--- src/rtl/button_cmd_queue_if.sv ---
// Handshake bundle between the button debouncers / game controller and button_cmd_queue.
// master = debouncer + controller side, slave = the queue itself.
interface button_cmd_queue_if #(
  parameter int DEPTH = 4
);
  localparam int COL_W = 3;
  localparam int CNT_W = $clog2(DEPTH) + 1;

  logic             btn_left;
  logic             btn_right;
  logic             btn_drop;
  logic [COL_W-1:0] cursor_col;
  logic             cmd_valid;
  logic [COL_W-1:0] cmd_col;
  logic             cmd_ready;
  logic [CNT_W-1:0] fifo_count;
  logic             overflow;

  modport master (
    output btn_left, btn_right, btn_drop, cmd_ready,
    input  cursor_col, cmd_valid, cmd_col, fifo_count, overflow
  );

  modport slave (
    input  btn_left, btn_right, btn_drop, cmd_ready,
    output cursor_col, cmd_valid, cmd_col, fifo_count, overflow
  );
endinterface

--- src/rtl/button_cmd_queue.sv ---
// Cursor tracker plus drop-command FIFO feeding the Connect4 controller over valid/ready.
// Optional macro CURSOR_WRAP_EN: cursor wraps at the board edges instead of saturating.
module button_cmd_queue #(
  parameter int NUM_COLS  = 7,
  parameter int DEPTH     = 4,
  parameter int START_COL = 3
) (
  input logic                clk,
  input logic                rst_n,
  button_cmd_queue_if.slave  bus
);
  localparam int COL_W = 3;
  localparam int CNT_W = $clog2(DEPTH) + 1;
  localparam int PTR_W = CNT_W - 1;
  localparam logic [COL_W-1:0] MAX_COL = COL_W'(NUM_COLS - 1);

  logic [COL_W-1:0] r_cursor, w_cursor_nxt;
  logic [COL_W-1:0] r_mem [DEPTH];
  logic [PTR_W-1:0] r_wr_ptr, r_rd_ptr;
  logic [CNT_W-1:0] r_count;
  logic             r_overflow;
  logic             w_valid, w_full, w_pop, w_wr_en;

  always_comb begin
    w_cursor_nxt = r_cursor;
    if (bus.btn_left && !bus.btn_right) begin
      if (r_cursor == '0) begin
`ifdef CURSOR_WRAP_EN
        w_cursor_nxt = MAX_COL;
`else
        w_cursor_nxt = r_cursor;
`endif
      end else begin
        w_cursor_nxt = r_cursor - 1'b1;
      end
    end else if (bus.btn_right && !bus.btn_left) begin
      if (r_cursor == MAX_COL) begin
`ifdef CURSOR_WRAP_EN
        w_cursor_nxt = '0;
`else
        w_cursor_nxt = r_cursor;
`endif
      end else begin
        w_cursor_nxt = r_cursor + 1'b1;
      end
    end
  end

  always_ff @(posedge clk or negedge rst_n) begin
    if (!rst_n) r_cursor <= COL_W'(START_COL);
    else        r_cursor <= w_cursor_nxt;
  end

  // A full FIFO still takes a drop when the controller frees a slot in the same cycle.
  assign w_valid = (r_count != '0);
  assign w_full  = (r_count == CNT_W'(DEPTH));
  assign w_pop   = w_valid && bus.cmd_ready;
  assign w_wr_en = bus.btn_drop && (!w_full || w_pop);

  always_ff @(posedge clk or negedge rst_n) begin
    if (!rst_n) begin
      for (int i = 0; i < DEPTH; i++) r_mem[i] <= '0;
    end else if (w_wr_en) begin
      r_mem[r_wr_ptr] <= r_cursor;
    end
  end

  always_ff @(posedge clk or negedge rst_n) begin
    if (!rst_n) begin
      r_wr_ptr   <= '0;
      r_rd_ptr   <= '0;
      r_count    <= '0;
      r_overflow <= 1'b0;
    end else begin
      if (w_wr_en) r_wr_ptr <= r_wr_ptr + 1'b1;
      if (w_pop)   r_rd_ptr <= r_rd_ptr + 1'b1;
      case ({w_wr_en, w_pop})
        2'b10:   r_count <= r_count + 1'b1;
        2'b01:   r_count <= r_count - 1'b1;
        default: r_count <= r_count;
      endcase
      if (bus.btn_drop && w_full && !w_pop) r_overflow <= 1'b1;
    end
  end

  assign bus.cursor_col = r_cursor;
  assign bus.cmd_valid  = w_valid;
  assign bus.cmd_col    = r_mem[r_rd_ptr];
  assign bus.fifo_count = r_count;
  assign bus.overflow   = r_overflow;
endmodule
--- src/flat_wrapper.sv ---
// flat-port wrapper written by rule: the top's interface ports become plain ports
module button_cmd_queue_flat 
#(
  parameter int NUM_COLS  = 7,
  parameter int DEPTH     = 4,
  parameter int START_COL = 3
)
  (clk, rst_n, bus_btn_left, bus_btn_right, bus_btn_drop, bus_cmd_ready, bus_cursor_col, bus_cmd_valid, bus_cmd_col, bus_fifo_count, bus_overflow);
  button_cmd_queue_if #(.DEPTH(DEPTH)) bus_i ();
  input logic clk;
  input logic rst_n;
  input wire logic [$bits(bus_i.btn_left)-1:0] bus_btn_left;
  input wire logic [$bits(bus_i.btn_right)-1:0] bus_btn_right;
  input wire logic [$bits(bus_i.btn_drop)-1:0] bus_btn_drop;
  input wire logic [$bits(bus_i.cmd_ready)-1:0] bus_cmd_ready;
  output wire logic [$bits(bus_i.cursor_col)-1:0] bus_cursor_col;
  output wire logic [$bits(bus_i.cmd_valid)-1:0] bus_cmd_valid;
  output wire logic [$bits(bus_i.cmd_col)-1:0] bus_cmd_col;
  output wire logic [$bits(bus_i.fifo_count)-1:0] bus_fifo_count;
  output wire logic [$bits(bus_i.overflow)-1:0] bus_overflow;
  assign bus_i.btn_left = bus_btn_left;
  assign bus_i.btn_right = bus_btn_right;
  assign bus_i.btn_drop = bus_btn_drop;
  assign bus_i.cmd_ready = bus_cmd_ready;
  assign bus_cursor_col = bus_i.cursor_col;
  assign bus_cmd_valid = bus_i.cmd_valid;
  assign bus_cmd_col = bus_i.cmd_col;
  assign bus_fifo_count = bus_i.fifo_count;
  assign bus_overflow = bus_i.overflow;
  button_cmd_queue #(.NUM_COLS(NUM_COLS), .DEPTH(DEPTH), .START_COL(START_COL)) u_core (.clk(clk), .rst_n(rst_n), .bus(bus_i));
endmodule
--- config.mk ---
export PLATFORM = sky130hd
export DESIGN_NAME = button_cmd_queue_flat
export DESIGN_NICKNAME = d
export VERILOG_FILES = /design/src/rtl/button_cmd_queue_if.sv /design/src/rtl/button_cmd_queue.sv /design/src/flat_wrapper.sv
export SDC_FILE = /design/constraint.sdc
export NUM_CORES = 1
export LEC_CHECK = 0
export ABC_AREA = 1
export BUFFER_PORTS_ARGS = -buffer_cell sky130_fd_sc_hd__buf_2
export CORE_MARGIN = 5
export CORE_UTILIZATION = 53
export DETAILED_ROUTE_END_ITERATION = 8
export GPL_TIMING_DRIVEN = 1
export MAX_ROUTING_LAYER = met4
export PLACE_DENSITY = 0.75
export SYNTH_ARGS = -nofsm -noshare
export SYNTH_HDL_FRONTEND = slang
export SYNTH_SLANG_ARGS = --single-unit
--- constraint.sdc ---
create_clock -name clk -period 3.8 [get_ports clk]
set_input_delay 0.76 -clock clk [delete_from_list [all_inputs] [get_ports clk]]
set_output_delay 0.76 -clock clk [all_outputs]
set_load 0.02 [all_outputs]
Word level (Yosys, flattened, before mapping)
Index checks and enable logic that the tools add are counted.
{"block": "word_totals", "input_bits": 6, "memories": 0, "ramBits": 0, "elab_cells": 54, "latch_bits": 0, "out_inout_bits": 11, "romBits": 0, "regBits": 23}
{"block": "classes", "reduce_logical": 17, "bitwise": 2, "n_mul": 0, "shift": 0, "addsub": 6, "order_cmp": 3, "muxes": 11, "n_div": 0, "eq_ne": 6}
{"op": "2-to-1 mux 3 bit", "n": 7}
{"op": "bitwise mux 12 bit", "n": 1}
{"op": "logical AND 1 bit", "n": 7}
{"op": "adder 3 x 1 -> 3 bit, second input constant", "n": 2}
{"op": "binary-select mux 3 bit (select 2 bit)", "n": 1}
{"op": "demux 3 bit (select 2 bit)", "n": 1}
{"op": "== test 3 bit, second input constant", "n": 2}
{"op": ">= comparator 3 bit, second input constant", "n": 2}
{"op": "NOT 2 -> 3 bit", "n": 2}
{"op": "one-hot mux 3 bit (2 select lines)", "n": 1}
{"op": "subtractor 3 x 1 -> 3 bit, second input constant", "n": 2}
{"op": "adder 2 x 1 -> 2 bit, second input constant", "n": 2}
{"op": "logical NOT 1 bit", "n": 4}
{"op": "nonzero test 2 bit", "n": 2}
{"op": "logical NOT 3 bit", "n": 1}
{"op": "less-than comparator 3 x 1 -> 1 bit, second input constant", "n": 1}
{"op": "AND reduction 3 bit", "n": 1}
{"op": "nonzero test 3 bit", "n": 1}
{"op": "== test 2 x 1 -> 1 bit, second input constant", "n": 1}
{"op": "== test 2 bit, second input constant", "n": 1}
{"op": "inequality test 2 x 1 -> 1 bit, second input constant", "n": 1}
{"op": "inequality test 2 bit, second input constant", "n": 1}
{"op": "logical OR 1 bit", "n": 1}

Longest topological paths before layout
Gate-level depths: netlist of the first run.
{"block": "depth", "depth_word": 6, "ltp_mapped": 11, "ltp_nobuf": 11}

Least setup slack after synthesis of the first run
No wires, ideal clock.
{"block": "synth_timing", "kind": "input -> register", "from": "input port bus_cmd_ready", "to": "register u_core.r_count[2] (netlist: u_core.bus.fifo_count[2])", "setup_time_ps": 79, "t_arrival_ps": 1969, "path_buffers": 0, "required_time_ps": 3721, "path_stages": 10, "setup_slack_ps": 1752, "path_cell_list": "nor2_2 -> nand2_4 -> nand2_4 -> ha_1 -> inv_1 -> fa_1 -> nor2_1 -> nor2_1 -> nand2_1 -> xor2_1"}
{"block": "synth_via", "elab_chain_cells": 5, "elab_cells_between_ends": 7, "cone_classes": "eq/ne: 2; mux: 1; reduce/logical: 4"}
{"item": "start, declared", "line_no": "flat_wrapper.sv:15", "rtl": "input wire logic [$bits(bus_i.cmd_ready)-1:0] bus_cmd_ready;"}
{"item": "logical AND 1 bit *", "line_no": "button_cmd_queue.sv:57", "rtl": "assign w_pop = w_valid && bus.cmd_ready;"}
{"item": "logical OR 1 bit", "line_no": "button_cmd_queue.sv:58", "rtl": "assign w_wr_en = bus.btn_drop && (!w_full || w_pop);"}
{"item": "logical AND 1 bit", "line_no": "button_cmd_queue.sv:58"}
{"item": "== test 2 x 1 -> 1 bit or == test 2 bit (tied branches)", "line_no": "button_cmd_queue.sv:77", "rtl": "case ({w_wr_en, w_pop})"}
{"item": "one-hot mux 3 bit (2 select lines) or nonzero test 2 bit (tied branches)"}
{"item": "end signal, assigned", "line_no": "button_cmd_queue.sv:78", "rtl": "2'b10: r_count <= r_count + 1'b1;"}
{"item": "end signal, assigned", "line_no": "button_cmd_queue.sv:79", "rtl": "2'b01: r_count <= r_count - 1'b1;"}
{"item": "end signal, assigned", "line_no": "button_cmd_queue.sv:80", "rtl": "default: r_count <= r_count;"}
{"item": "end, declared", "line_no": "button_cmd_queue.sv:20", "rtl": "logic [CNT_W-1:0] r_count;"}
Mark *: on every way between the ends. The rest lies on a longest branch, timed or not.
A chain may end at the register's enable or synchronous reset.

Worst setup path after layout of the first run
{"block": "layout_timing", "from": "register u_core.r_rd_ptr[0]", "to": "output port bus_cmd_col[1]"}
{"block": "layout_via", "elab_chain_cells": 4}
{"item": "start, declared", "line_no": "button_cmd_queue.sv:19", "rtl": "logic [PTR_W-1:0] r_wr_ptr, r_rd_ptr;"}
{"item": "start signal, assigned", "line_no": "button_cmd_queue.sv:76", "rtl": "if (w_pop) r_rd_ptr <= r_rd_ptr + 1'b1;"}
{"item": "NOT 2 -> 3 bit (not written as such)", "line_no": "button_cmd_queue.sv:88", "rtl": "assign bus.cmd_col = r_mem[r_rd_ptr];"}
{"item": "binary-select mux 3 bit (select 2 bit)", "line_no": "button_cmd_queue.sv:88"}
{"item": "2-to-1 mux 3 bit (not written as such) (2 in a row)", "line_no": "button_cmd_queue.sv:88"}
{"item": "end, declared", "line_no": "flat_wrapper.sv:18", "rtl": "output wire logic [$bits(bus_i.cmd_col)-1:0] bus_cmd_col;"}
Every way passes these cells. The select of a mux whose other input is x is not followed.

==> results.cfg, run 1 <==
[layout]
diodes = 0
fin_nets = 168
layout-drive-gt1-share_pct = 22.1
postLayoutCoreUtil_pct = 61.3
final_cell_mix = nand2_1, dfrtp_1, buf_2, inv_1
area_delta_synth_final_pct = 11.9
design_area_sq_um = 1330
final_common_cell = nand2_1

[pwr]
vdd_drop_max_v = 0.000495
power_density_nw_per_um2 = 877
p_leak_uw = 0.000681

[clock_tree]
cts_buffers = 3
clockBufferDepth = 2
cts_hold_buf = 0
h-tree-depth = 1
clk_pin_slew_ns = 0.11
cts_setup_buffers = 0
cts_tree = built
ctsResizeCount = 0
clock-root-buffer = clkbuf_4
clkLatencyLatePin_ns = 0.30
cts.sinks = 23

[detailed_routing]
drc = 0
final_antenna_net_count = 0
wire_per_inst_um = 12.2
vias = 929
drt-total-wl_mm = 2.22
via_per_inst = 5.10
first_pass_iters = 4
drt_iter0_markers = 25

[sta]
slew_headroom_pct = 67.4
tightest_slew_ns = 0.488
finalCritPeriodShare_pct = 56.9
fin_worst_skew_ns = 0.00393
worst_hold_slack_ns = 0.400
setup_violations = 0
fin_crit_ns = 2.16
rsz0062_at_grt = no
drv_slew = 0
fin_ws_ns = 1.64
fin_setup_tns_ns = 0
timing.final.hold_violations = 0
fmax_mhz = 463

[floorplanning]
die_h_um = 57.4
die_width_um = 57.4
core_area_sq_um = 2170
rows = 17
start_util_pct = 54.8
die_area_sq_um = 3290
ioPinCount = 17

[global_routing]
grt_pass1_vias = 937
grt_start_max_net_pins = 24
antenna_found_initial = 0
grt_usage_pct = 16.6
grt_overflow = 0
grt_pass1_wl_mm = 4.16

[place]
placed_cell_area_sq_um = 1300
dpl.hpwl_mm = 1.77
gp_congestion = 0.811
portBuffers = 16
place_ws_ns = 1.52

[setup_path]
worstPathArrival_ns = 1.40
crit_type = reg -> out
start_kind = register
path_max_fanout = 8
endpoint_kind = output pin
worstPathRequired_ns = 3.04

[yosys]
syn_inst = 134
synthDistinctLibCells = 21
ys_seq_elements = 23
synth_nets = 147
seq_area_frac_synth_pct = 48.6
ys_warn_count = 0
netlist_area_sq_um = 1190
syn_avg_cell_area_sq_um = 8.87

[run_status]
status = finished, final reports clean

[min_path]
holdCritPathClass = in -> async

[run]
timing.max_cap.violations = 0
sequential cells by signal, indices dropped and copies added, names as in the netlist:
signal and count:
u_core.bus.overflow 1, u_core.r_wr_ptr 2, u_core.bus.fifo_count 3, u_core.r_rd_ptr 2
u_core.bus.cursor_col 3, u_core.r_mem 12
metal layers:
| layer | part of all wire, % | global-route usage, % | vias to the layer above |
|---|---|---|---|
| met3 | 2.4 | 2.49 | 6 |
| met4 | 2.1 | 8.28 | 0 |
| met5 | 0 | - | - |
| li1 | - | - | 477 |
| met1 | 46 | 21.1 | 434 |
| met2 | 50 | 25.8 | 12 |
cells in the mapped netlist, drive strengths merged:
| cell type | n | area [sq um] |
|---|---|---|
| a21oi | 1 | 5.00 |
| dfrtp | 21 | 526 |
| fa | 2 | 40.0 |
| dfstp | 2 | 52.6 |
| a31o | 1 | 8.76 |
| nand2 | 34 | 148 |
| nor2 | 15 | 66.3 |
| ha | 5 | 62.6 |
| xor2 | 2 | 17.5 |
| o22ai | 3 | 18.8 |
| nand3 | 10 | 70.1 |
| xnor2 | 1 | 8.76 |
| o21ai | 21 | 105 |
| inv | 16 | 60.1 |
area by class of cell:
cell class / instances / area (sq um)
Clock buffer: 4 / 26.3
Sequential cell: 23 / 578
Fill cell: 197 / 840
Tap cell: 28 / 35.0
Multi-Input combinational cell: 95 / 551
Timing Repair Buffer: 16 / 80.1
Inverter: 16 / 60.1
cells by family after synthesis:
family	share of synthesized area (%)
AND/OR/NAND/NOR	23.9
AO/OA/AOI/OAI	11.6
flip-flops	48.6
buffers and inverters	5.05
adder cells (fa/ha/maj)	8.63
XOR/XNOR	2.21
where the power goes:
part	total [uW]	internal, uW	switching, uW
sequential	459	366	93.9
combinational	598	214	384
clock	109	40.9	68.0
total	1170	621	546
critical path: stages (launching register included):
cell and delay [ns]:
dfrtp_1 0.48, inv_1 0.20, nor2_1 0.07, o22ai_1 0.16, buf_2 0.19
per-stage QoR:
step | std cells | total power (uW)
CTS | 182 | 1190
finish | 182 | 1170
global route | 182 | 1290
global placement | 178 | 1040
floorplan | 134 | 891
detailed placement | 178 | 1070
worst paths after layout:
path,endpoint,slack [ns],startpoint,cells after the start
hold reg to reg,u_core.r_mem[5],0.50,u_core.r_mem[5],2
min in group clk,u_core.r_mem[5],0.50,u_core.r_mem[5],2
max in group asynchronous,u_core.bus.cursor_col[0],3.05,rst_n,1
setup reg to reg,u_core.bus.fifo_count[1],1.93,u_core.bus.fifo_count[1],8
setup / recovery,bus_cmd_col[1],1.64,u_core.r_rd_ptr[0],4
hold / removal,u_core.r_mem[4],0.40,rst_n,1
(Power assumes the default switching activity.)
==> run 2: changes to the inputs <==
--- a/config.mk
+++ b/config.mk
@@ -8,11 +8,11 @@
 export ABC_AREA = 1
 export BUFFER_PORTS_ARGS = -buffer_cell sky130_fd_sc_hd__buf_2
 export CORE_MARGIN = 5
-export CORE_UTILIZATION = 53
+export CORE_UTILIZATION = 50
 export DETAILED_ROUTE_END_ITERATION = 8
 export GPL_TIMING_DRIVEN = 1
 export MAX_ROUTING_LAYER = met4
-export PLACE_DENSITY = 0.75
+export PLACE_DENSITY = 0.74
 export SYNTH_ARGS = -nofsm -noshare
 export SYNTH_HDL_FRONTEND = slang
 export SYNTH_SLANG_ARGS = --single-unit
==> constraint.sdc (replaced) <==
create_clock -name clk -period 1.8 [get_ports clk]
set_input_delay 0.36 -clock clk [delete_from_list [all_inputs] [get_ports clk]]
set_output_delay 0.36 -clock clk [all_outputs]
set_load 0.02 [all_outputs]
==> run 2 against run 1 <==
  * The run now ends with negative hold slack left
  * Setup slack worse by 1.6 ns
  * Highest routed layer unchanged
  * Utilization is 2.1 points higher
  * Critical endpoint is now u_core.bus.fifo_count[2]
  * Count of clock-buffer cells in the layout stayed put
  * Hold slack got worse by 0.41 ns
  * Global-route usage shrank 1.2 points
  * Clock skew up 0.0026 ns
  * Total power up 120%
  * Register-to-register slack got worse by 1.9 ns
  * First-iteration DRC count shrank 4.0%
  * Combinational power is 140% higher
==> results.cfg, run 2 (synthesis results as in run 1) <==
[setup_path]
endpoint_kind = register
critical_path.cell_chain = nor2_4, nand2_4, nand2_4, ha_4, inv_2, fa_2, nor2_2, nor2_1, nand2_1, xor2_1
r2r-end = u_core.bus.fifo_count[2]
worst_r2r_path_depth = 10
cp_slowest_cell = dfrtp_2
start_kind = register
rrSetupSlack_ns = 0.07
timing.rr.start = u_core.bus.fifo_count[0]
crit_buf_inv = 1
critical_path.top_delay_family = simple AND/OR/NAND/NOR gates
crit_type = reg -> reg
path_max_fanout = 4
cp_common_cell = nand2_4
slowest_delay_ns = 0.46
worstPathArrival_ns = 1.96
worstPathRequired_ns = 2.03

[layout]
largest-register = u_core.r_mem
final_cell_mix = nand2_1, dfrtp_1, buf_2, o21ai_1, nor2_1
final_common_cell = nand2_1
largest_reg_flops = 12
diodes = 0
area_delta_synth_final_pct = 19.2
fin_nets = 175
design_area_sq_um = 1420
layout-drive-gt1-share_pct = 32.9

[clock_tree]
cts.sinks = 23
cts_tree = built
clockBufferDepth = 2
clock-root-buffer = clkbuf_4
cts_buffers = 3
cts_hold_buf = 0
clk_pin_slew_ns = 0.12
clkLatencyLatePin_ns = 0.31
h-tree-depth = 1

[place]
portBuffers = 16
dpl.hpwl_mm = 1.73
placed_cell_area_sq_um = 1340
place_ws_ns = -0.0633
gp_congestion = 0.833

[floorplanning]
die_width_um = 58.8
core_area_sq_um = 2230
ioPinCount = 17
rows = 17
die_h_um = 58.8
die_area_sq_um = 3450
start_util_pct = 53.2

[sta]
timing.final.hold_violations = 12
fin_crit_ns = 1.73
drv_slew = 0
setup_violations = 0
fin_setup_tns_ns = 0
fin_ws_ns = 0.0659
fin_worst_skew_ns = 0.00655
worst_hold_slack_ns = -0.00801
slew_headroom_pct = 66.8
fmax_mhz = 577
rsz0062_at_grt = yes
tightest_slew_ns = 0.498
finalCritPeriodShare_pct = 96.3

[detailed_routing]
drt_iter0_markers = 24
via_per_inst = 5.13
met1_length_mm = 1.03
wire_per_inst_um = 12.2
drt-total-wl_mm = 2.30
dr_wl_met2_mm = 1.15
drc = 0
final_antenna_net_count = 0
wl_met3_um = 113
topRoutingLayerUsed = met4
vias = 969
first_pass_iters = 4

[global_routing]
grt_pass1_vias = 918
grt_overflow = 0
grt_usage_pct = 15.4
grt_pass1_wl_mm = 3.99
grt_start_max_net_pins = 24
antenna_found_initial = 0

[run_status]
violations = negative hold slack
status = finished, violations left

[min_path]
holdCritPathClass = in -> async

[pwr]
vdd_drop_max_v = 0.00105
power_density_nw_per_um2 = 1850
finalPower_uw = 2620
p_leak_uw = 0.000709

[run]
timing.max_cap.violations = 0
[run 2: cell count changes in the layout (fill, tap and decap cells not counted), moves of 3 or more]
| cell | previous run | this run |
|---|---|---|
| inv_2 | 2 | 5 |
| dfrtp_2 | 0 | 4 |
| inv_1 | 14 | 11 |
| buf_4 | 0 | 7 |
| dfrtp_1 | 21 | 17 |
[run 2: how the worst max path moves through the flow]
stage | cells after the start | end | slack [ns] | startpoint
2_1_floorplan | 11 | u_core.bus.fifo_count[2] | 0.01 | u_core.bus.fifo_count[2]
3_3_place_gp | 11 | u_core.bus.fifo_count[2] | 0.06 | bus_cmd_ready
3_5_place_dp | 11 | u_core.bus.fifo_count[2] | -0.06 | bus_cmd_ready
4_1_cts | 4 | bus_cmd_col[2] | 0.005 | u_core.r_rd_ptr[0]
5_1_grt | 10 | u_core.bus.fifo_count[2] | -0.03 | u_core.bus.fifo_count[0]
6_report | 10 | u_core.bus.fifo_count[2] | 0.07 | u_core.bus.fifo_count[0]
[run 2: metal layers]
metal	vias up	GRT usage, %
li1	486	-
met1	465	18.9
met2	16	25.6
met3	2	4.82
met4	0	1.94
met5	-	-
[run 2: report_power, final]
part	leakage (uW)	switching, uW	internal, uW
registers	0.000275	196	780
clock network	0.0000150	147	86.7
logic	0.000419	860	545
total	0.000709	1200	1410
[run 2: metrics by stage]
stage               util, %  hold WS, ns  instances
finish                 63.4     -0.00801        189
global route           63.4       0.0131        189
CTS                    61.5       0.0109        187
detailed placement     59.9        0.354        182
global placement       59.9        0.357        182
floorplan                 -       0.0644        134
[run 2: final cells by class]
class,instances,area (sq um)
fillers,191,817
flip-flops and latches,23,583
multi-input cells,95,579
repair buffers,23,133
inverters,16,60.1
well taps,28,35.0
clock buffers,4,26.3
[run 2: what timing repair did]
action	CTS	global route
endpoints found under the setup margin	2	5
gates resized for setup	3	9
pin swaps	2	2
setup buffers	1	2
cloned	0	0
==> run 3: changes to the inputs <==
--- a/config.mk
+++ b/config.mk
@@ -11,8 +11,8 @@
 export CORE_UTILIZATION = 50
 export DETAILED_ROUTE_END_ITERATION = 8
 export GPL_TIMING_DRIVEN = 1
-export MAX_ROUTING_LAYER = met4
 export PLACE_DENSITY = 0.74
+export SETUP_SLACK_MARGIN = 0.1
 export SYNTH_ARGS = -nofsm -noshare
 export SYNTH_HDL_FRONTEND = slang
 export SYNTH_SLANG_ARGS = --single-unit
==> run 3 against run 2 <==
  * Wire length increased by 6.0%
  * Global-route usage is 0.69 points higher
  * Highest routed layer unchanged
  * Clock skew decreased by 0.0032 ns
  * Clock power hardly changed
  * Utilization is 2.6 points higher
  * Die area did not move
  * Sequential power down 1%
  * Count of clock-buffer cells in the layout unchanged
  * The run now ends clean
  * Non-clock buffer count up 4
  * Critical path depth grew 2
  * Sequential cell count unchanged
  * Setup slack worse by 0.010 ns
==> results.cfg, run 3 (synthesis results as in run 1) <==
[global_routing]
grt_usage_pct = 16.1
grt_pass1_vias = 990
grt_start_max_net_pins = 24
antenna_found_initial = 0
grt_pass1_wl_mm = 4.28
grt_overflow = 0

[pwr]
power_density_nw_per_um2 = 1880
p_leak_uw = 0.000737
vdd_drop_max_v = 0.00129

[clock_tree]
clock-root-buffer = clkbuf_4
h-tree-depth = 1
clkLatencyLatePin_ns = 0.30
cts.sinks = 23
cts_buffers = 3
cts_tree = built
clk_pin_slew_ns = 0.12
clockBufferDepth = 2
cts_hold_buf = 0

[layout]
final_common_cell = nand2_1
design_area_sq_um = 1480
fin_nets = 179
area_delta_synth_final_pct = 24.1
largest-register = u_core.r_mem
largest_reg_flops = 12
diodes = 0
n_fill_cell = 189
layout-drive-gt1-share_pct = 35.8
postLayoutCoreUtil_pct = 66.1
final_cell_mix = nand2_1, dfrtp_1, buf_2, o21ai_1, nor2_1

[setup_path]
endpoint_kind = register
worstPathRequired_ns = 1.99
r2r-end = u_core.bus.fifo_count[2]
crit_buf_inv = 3
worst_r2r_path_depth = 12
timing.critical_path.from = u_core.bus.fifo_count[0]
path_max_fanout = 3
start_kind = register
cp_slowest_cell = dfrtp_2
critical_path.cell_chain = nor2_4, buf_6, nand2_4, nand2_4, inv_4, ha_4, inv_4, fa_2, nor2_4, nor2_1, nand2_1, xor2_1
crit_type = reg -> reg
worstPathArrival_ns = 1.94
timing.rr.start = u_core.bus.fifo_count[0]
rrSetupSlack_ns = 0.06
critical_path.top_delay_family = simple AND/OR/NAND/NOR gates
slowest_delay_ns = 0.44

[detailed_routing]
final_antenna_net_count = 0
first_pass_iters = 4
vias = 974
drc = 0
drt-total-wl_mm = 2.44
via_per_inst = 5.05
wire_per_inst_um = 12.6
drt_iter0_markers = 26

[min_path]
holdCritPathClass = in -> async

[floorplanning]
start_util_pct = 53.2
ioPinCount = 17
rows = 17
die_width_um = 58.8
die_area_sq_um = 3450
core_area_sq_um = 2230
die_h_um = 58.8

[sta]
timing.final.hold_violations = 0
slew_headroom_pct = 66.2
finalCritPeriodShare_pct = 96.9
tightest_slew_ns = 0.507
drv_slew = 0
fmax_mhz = 573
setup_violations = 0
rsz0062_at_grt = yes
fin_crit_ns = 1.74
worst_hold_slack_ns = 0.00912
fin_worst_skew_ns = 0.00333

[place]
placed_cell_area_sq_um = 1340
dpl.hpwl_mm = 1.70
gp_congestion = 0.779
portBuffers = 16

[run_status]
status = finished, final reports clean

[run]
timing.max_cap.violations = 0
-- run 3: cell count changes in the layout (fill, tap and decap cells not counted), moves of 2 or more --
cell     before  now
nand2_2       3    1
buf_4         7   11
nand2_4       2    4
inv_4         0    3
inv_1        11    9
-- run 3: worst register-to-register path: stages, from the launching register on --
cell,delay [ns]
dfrtp_2,0.44
nor2_4,0.17
buf_6,0.12
nand2_4,0.05
nand2_4,0.07
inv_4,0.04
ha_4,0.15
inv_4,0.05
fa_2,0.23
nor2_4,0.04
nor2_1,0.08
nand2_1,0.06
xor2_1,0.14
-- run 3: layout make-up --
cell class                      instances  area [sq um]  area share, %
Clock buffer                            4          26.3           1.78
Inverter                               16          67.6           4.58
Multi-Input combinational cell         95           594           40.3
Sequential cell                        23           583           39.5
Tap cell                               28          35.0           2.37
Timing Repair Buffer                   27           169           11.5
-- run 3: worst max path at each step --
stage | endpoint | slack (ns) | depth (start not counted)
after global placement | u_core.bus.fifo_count[2] | 0.09 | 10
after detailed placement | u_core.bus.fifo_count[2] | -0.01 | 10
after CTS | u_core.bus.fifo_count[2] | 0.06 | 10
final | u_core.bus.fifo_count[2] | 0.06 | 12
after global routing | u_core.bus.fifo_count[2] | -0.05 | 12
after floorplan | u_core.bus.fifo_count[2] | 0.07 | 10
-- run 3: power by group --
group	switching [uW]	internal [uW]	total, uW
clock	145	86.3	231
combinational	927	651	1580
sequential	185	781	966
-- run 3: metrics by stage --
| step | worst slack [ns] | total power [uW] | TNS [ns] | instances |
|---|---|---|---|---|
| CTS | 0.0591 | 2680 | 0 | 189 |
| floorplan | 0.0740 | 1940 | 0 | 134 |
| global placement | 0.0923 | 2270 | 0 | 178 |
| finish | 0.0556 | 2770 | 0 | 193 |
| global route | -0.0526 | 3020 | -0.0538 | 193 |
| detailed placement | -0.0107 | 2310 | -0.0107 | 178 |
-- run 3: repair_timing --
| item | CTS | global route |
|---|---|---|
| cloned | 0 | 0 |
| pin swaps | 4 | 6 |
| gates resized for setup | 6 | 7 |
| endpoints found under the setup margin | 5 | 5 |
| setup buffers | 7 | 4 |
-- run 3: layer usage --
layer	track usage, %	vias to the layer above	routed length, um
met1	19.8	454	1060
met4	7.44	0	49
met2	27.8	18	1250
li1	-	498	-
met5	0	-	0
met3	1.97	4	80
